`config.mk`:
```
export PLATFORM = sky130hd
export DESIGN_NAME = instr_encoder_loader
export DESIGN_NICKNAME = d
export VERILOG_FILES = /design/src/rtl/instr_encoder_loader.sv
export SDC_FILE = /design/constraint.sdc
export NUM_CORES = 1
export LEC_CHECK = 0
export CORE_AREA = 4 4 135 137
export DETAILED_ROUTE_END_ITERATION = 6
export DIE_AREA = 0 0 139 141
export SYNTH_ARGS = -nofsm -noshare
export SYNTH_HDL_FRONTEND = slang
export SYNTH_SLANG_ARGS = --single-unit
```
`constraint.sdc`:
```
create_clock -name clk -period 3.3 [get_ports clk]
set_clock_uncertainty 0.1 [all_clocks]
set_input_delay 0.495 -clock clk [delete_from_list [all_inputs] [get_ports clk]]
set_output_delay 0.495 -clock clk [all_outputs]
set_load 0.05 [all_outputs]
```
`src/rtl/instr_encoder_loader.sv`:
```
// Encodes RV32I field bundles (R, I-ALU, LOAD, STORE, BRANCH) and streams them
// into instruction memory at consecutive word addresses within a bounded session.
module instr_encoder_loader #(
    parameter logic [31:0] BASE_ADDR = 32'h0000_0000,
    parameter int unsigned MAX_WORDS = 256
) (
    input  logic        clk,
    input  logic        rst_n,
    input  logic        start,
    input  logic        finish,
    input  logic        in_valid,
    output logic        in_ready,
    input  logic [2:0]  cls,
    input  logic [4:0]  rd,
    input  logic [4:0]  rs1,
    input  logic [4:0]  rs2,
    input  logic [2:0]  funct3,
    input  logic        funct7b5,
    input  logic [12:0] imm,
    output logic        imem_we,
    input  logic        imem_ready,
    output logic [31:0] imem_addr,
    output logic [31:0] imem_wdata,
    output logic [15:0] count,
    output logic        busy,
    output logic        done,
    output logic        err
);

    typedef enum logic [1:0] {IDLE, RUN, DRAIN} state_t;

    state_t      state, state_nxt;
    logic        accept, legal, complete;
    logic [31:0] enc;
    logic [16:0] committed;

    // A pending word already counts against the budget, so the next accept
    // can never push the session past MAX_WORDS.
    assign complete  = imem_we & imem_ready;
    assign committed = {1'b0, count} + {16'b0, imem_we};
    assign in_ready  = (state == RUN) && (!imem_we || imem_ready) &&
                       (committed < 17'(MAX_WORDS));
    assign accept    = in_valid & in_ready;
    assign legal     = (cls <= 3'd4);
    assign busy      = (state != IDLE);

    always_comb begin
        enc = '0;
        case (cls)
            3'd0: enc = {1'b0, funct7b5, 5'b0, rs2, rs1, funct3, rd, 7'b0110011};
            3'd1: begin
                // Shift-right immediates carry the SRAI/SRLI select in bit 30.
                if (funct3 == 3'b101)
                    enc = {1'b0, funct7b5, 5'b0, imm[4:0], rs1, funct3, rd, 7'b0010011};
                else
                    enc = {imm[11:0], rs1, funct3, rd, 7'b0010011};
            end
            3'd2: enc = {imm[11:0], rs1, funct3, rd, 7'b0000011};
            3'd3: enc = {imm[11:5], rs2, rs1, funct3, imm[4:0], 7'b0100011};
            3'd4: enc = {imm[12], imm[10:5], rs2, rs1, funct3, imm[4:1], imm[11], 7'b1100011};
            default: enc = '0;
        endcase
    end

    always_comb begin
        state_nxt = state;
        case (state)
            IDLE:    if (start)    state_nxt = RUN;
            RUN:     if (finish)   state_nxt = DRAIN;
            DRAIN:   if (!imem_we) state_nxt = IDLE;
            default: state_nxt = IDLE;
        endcase
    end

    always_ff @(posedge clk or negedge rst_n) begin
        if (!rst_n) state <= IDLE;
        else        state <= state_nxt;
    end

    always_ff @(posedge clk or negedge rst_n) begin
        if (!rst_n) begin
            imem_we    <= 1'b0;
            imem_addr  <= BASE_ADDR;
            imem_wdata <= '0;
            count      <= '0;
            done       <= 1'b0;
            err        <= 1'b0;
        end else begin
            done <= (state == DRAIN) && !imem_we;
            if (state == IDLE && start) begin
                imem_addr <= BASE_ADDR;
                count     <= '0;
                err       <= 1'b0;
            end else begin
                if (complete) begin
                    count     <= count + 16'd1;
                    imem_addr <= imem_addr + 32'd4;
                end
                if (accept && !legal) err <= 1'b1;
            end
            if (accept && legal) begin
                imem_we    <= 1'b1;
                imem_wdata <= enc;
            end else if (complete) begin
                imem_we <= 1'b0;
            end
        end
    end

endmodule

```
==> summary.txt <==
RUN STATUS
--------------------------------------------------------------------------------------------------------
Result of the run                                                                              completed

WORST SETUP PATH
--------------------------------------------------------------------------------------------------------
Reg-to-reg critical path endpoint                                                           imem_wdata[30]
Worst-path maximum fanout                                                                              6
Type of origin of the critical path                                                             register
Data arrival at the endpoint of the critical path                                                2.28 ns
Startpoint of the worst register-to-register path                                              count[10]
Crit. End Element                                                                             output pin
Worst Path Class, Setup                                                                     register to output pin
R2r worst-path depth                                                                                   7
R2R setup slack                                                                                  0.70 ns
Critical path data required time                                                                 2.70 ns

POWER
--------------------------------------------------------------------------------------------------------
Leak                                                                                             2.52 nW
Power per cell area                                                                           731 nW/um2
Overall power                                                                                  0.00437 W
IR Drop Worst-Case VDD                                                                          0.384 mV

YOSYS
--------------------------------------------------------------------------------------------------------
Gate Count Post-Synth                                                                                430
Number of synthesized register bits                                                                   80
Netlist Area Pre-Place                                                                          4220 um2
Mean Syn Cell Area                                                                              9.81 um2
Most area-consuming cells after synthesis                                                   sky130_fd_sc_hd__dfrtp_1 (47%), sky130_fd_sc_hd__mux2_4 (6.4%), sky130_fd_sc_hd__nor2_1 (4.4%), sky130_fd_sc_hd__xor2_1 (3.9%), sky130_fd_sc_hd__nand2_1 (3.6%)
Leading area contributor after synthesis                                                    sky130_fd_sc_hd__dfrtp_1
Share of Yosys cell area claimed by the top area cell type                                         47.4%
Number of flops mapped to enable cells by yosys                                                        0
Portion of the post-synthesis area used by sequential elements                                     47.4%
Top_reg_cell synth                                                                          sky130_fd_sc_hd__dfrtp_1
Count of synthesis-stage warnings from yosys                                                           0
Number of distinct library cells after synthesis                                                      53
Async set-reset flop share out of synthesis                                                         100%

GRT
--------------------------------------------------------------------------------------------------------
First-pass GRT wire length                                                                      19400 um
Leftover overflow at the end of global routing                                                         0
Via count of the first global-routing pass                                                          3680
Total routing usage reported by global routing                                                     12.3%
Maximum number of pins on one net before global-route repair                                          64
Number of antenna violations at the first check in global routing                                      0

FLOORPLANNING
--------------------------------------------------------------------------------------------------------
Number of top-level pins                                                                             126
Die width                                                                                         139 um
DIE AREA                                                                                       19600 um2
Number of placement rows                                                                              48
Overall die height                                                                                141 um
Initial Utilization                                                                                24.7%
Area of the placeable core                                                                     17100 um2

CLOCK TREE
--------------------------------------------------------------------------------------------------------
Cts hold-fix bufs                                                                                      0
Count of H-tree levels built during CTS                                                                3
CTS tree                                                                                            done
Clock Tree Root                                                                             sky130_fd_sc_hd__clkbuf_16
Clock latency of the later-clocked register in the worst-skew pair                               0.34 ns
Number of clock sinks                                                                                 80
Cts bufs inserted                                                                                      9
Post-CTS clock slew at the launch and capture registers of the worst setup and hold paths        0.06 ns
Setup Buffers After CTS                                                                                0
Resized cells post-CTS                                                                                 0
Buffer levels on the longest clock path                                                                2

TIMING
--------------------------------------------------------------------------------------------------------
Final setup TNS                                                                                     0 ns
Slew Viols, Final                                                                                      0
Hold slack                                                                                      0.138 ns
Number of setup violations in the final report                                                         0
Part of the cycle the worst path needs                                                             87.1%
Slew @ Worst Pin                                                                                0.831 ns
Setup repair after global routing missed its margin                                                   no
Final hold violation count                                                                             0
Relative slew slack                                                                                44.6%
Final Critical Period                                                                            2.87 ns
Max Clk Rate                                                                                     348 MHz

WORST HOLD PATH
--------------------------------------------------------------------------------------------------------
HP Class                                                                                    input pin to async pin

PLACE
--------------------------------------------------------------------------------------------------------
Gp weighted congestion                                                                             0.840
Placed instance area                                                                            5660 um2
PortBufs                                                                                             121
Post-detailed-placement half-perimeter wirelength                                                9030 um

ROUTING
--------------------------------------------------------------------------------------------------------
Total met2 wirelength after detailed routing                                                     5660 um
Detailed-route wire length per cell                                                              15.4 um
Drt total wl                                                                                    12000 um
First DRT Iteration DRCs                                                                             142
Drt drc                                                                                                0
Via count                                                                                           3663
Per-cell via count in the routed design                                                             4.70
Highest routing layer actually used                                                                 met4
DRT Pass-1 Iters                                                                                       4
Routed met3 length                                                                                392 um
Met1 layer wirelength in the final routing                                                       5610 um
Post-route ant nets                                                                                    0

CELLS AND AREA
--------------------------------------------------------------------------------------------------------
Number of diodes                                                                                       0
Area growth syn-to-layout                                                                          41.7%
Share of cells above drive strength 1                                                              11.2%
Final Cell Area                                                                                 5980 um2
Number of nets in the layout                                                                         593

RUN
--------------------------------------------------------------------------------------------------------
Max capacitance violation total                                                                        0

## area by class of cell
class / count / area [um2]
clock inverter: 6 / 82.6
timing repair buffer: 129 / 1270
inverter: 11 / 41.3
fill: 1712 / 11100
tap: 225 / 282
sequential: 80 / 2000
clock buffer: 10 / 239
multi-input combinational: 319 / 2070
## worst max path at each step
stage | start | endpoint | slack [ns] | cells after the start
6_report | count[0] | in_ready | 0.43 | 6
5_1_grt | count[0] | in_ready | 0.32 | 6
4_1_cts | count[0] | in_ready | 0.39 | 6
3_5_place_dp | imem_ready | imem_addr[29] | 0.49 | 6
3_3_place_gp | imem_ready | imem_addr[29] | 0.53 | 6
2_1_floorplan | count[0] | in_ready | 0.54 | 5
## cells by family after synthesis
group | count (synthesis) | synth area share (%)
flops | 80 | 47.4
fa+ha+maj | 2 | 0.593
simple gates | 180 | 21.9
compound gates | 73 | 10.4
buf+inv | 34 | 3.85
xor+xnor | 32 | 6.64
mux | 28 | 9.04
other cells | 1 | 0.0889
## power by group
group | internal [W] | switching, W
Sequential | 0.00120 | 0.000160
Clock | 0.000679 | 0.000410
Combinational | 0.000703 | 0.00122
Total | 0.00258 | 0.00179
## per-layer routing
metal  vias to the layer above  GRT usage (%)
met5                         -              0
met4                         0           6.08
met3                        21           2.48
met2                        99           19.6
met1                      1798           16.0
li1                       1745              -
## state kept, by name (all words and copies together), names as in the netlist
| register | flops |
|---|---|
| imem_addr | 30 |
| imem_wdata | 29 |
| count | 16 |
| state | 2 |
| done | 1 |
| err | 1 |
| imem_we | 1 |
## stage by stage
step	utilization [%]	worst slack (ns)	std cells
6_report	35.1	0.427	780
5_1_grt	35.1	0.320	780
3_5_place_dp	33.2	0.489	764
4_1_cts	35.1	0.394	780
3_3_place_gp	33.2	0.528	764
2_1_floorplan	-	0.539	433
## synth_stat cells, types with 5 or more instances
| master | number |
|---|---|
| sky130_fd_sc_hd__nand4_1 | 9 |
| sky130_fd_sc_hd__a22oi_1 | 10 |
| sky130_fd_sc_hd__xnor2_1 | 13 |
| sky130_fd_sc_hd__clkbuf_1 | 13 |
| sky130_fd_sc_hd__nor2b_1 | 7 |
| sky130_fd_sc_hd__and2_1 | 7 |
| sky130_fd_sc_hd__nand3_1 | 18 |
| sky130_fd_sc_hd__inv_1 | 10 |
| sky130_fd_sc_hd__a21oi_1 | 19 |
| sky130_fd_sc_hd__buf_4 | 5 |
| sky130_fd_sc_hd__and4_1 | 5 |
| sky130_fd_sc_hd__o21ai_0 | 26 |
| sky130_fd_sc_hd__nand2_1 | 41 |
| sky130_fd_sc_hd__or3_1 | 13 |
| sky130_fd_sc_hd__xor2_1 | 19 |
| sky130_fd_sc_hd__mux2_4 | 18 |
| sky130_fd_sc_hd__nor3_1 | 5 |
| sky130_fd_sc_hd__nor2_1 | 50 |
| sky130_fd_sc_hd__and3_1 | 8 |
| sky130_fd_sc_hd__dfrtp_1 | 80 |
| sky130_fd_sc_hd__o22ai_1 | 5 |
| sky130_fd_sc_hd__mux2_2 | 9 |
## cell usage in the layout, fill, tap and decap left out, drive strengths merged, types with 2 or more instances in the layout
cell type,count
or2,3
a22oi,10
nor2b,7
xor2,19
nand2,41
xnor2,13
o21ai,26
or4,3
conb,4
a21oi,19
nand4,11
buf,10
and2,8
and4,7
or3,13
bufinv,2
o211ai,2
clkbuf,10
ha,2
clkinv,4
nor2,50
dfrtp,80
nand3,18
mux2,27
and3,8
nor3,5
clkdlybuf4s50,119
inv,10
o22ai,5
nand2b,2
## critical path: stages, from the launching register on
cell and delay [ns]:
sky130_fd_sc_hd__dfrtp_1 0.44, sky130_fd_sc_hd__and4_1 0.27, sky130_fd_sc_hd__and4bb_4 0.23, sky130_fd_sc_hd__or4_1 0.43, sky130_fd_sc_hd__a21boi_2 0.22, sky130_fd_sc_hd__and2_1 0.15
sky130_fd_sc_hd__buf_4 0.20
Power figures use the tool's default switching activity.
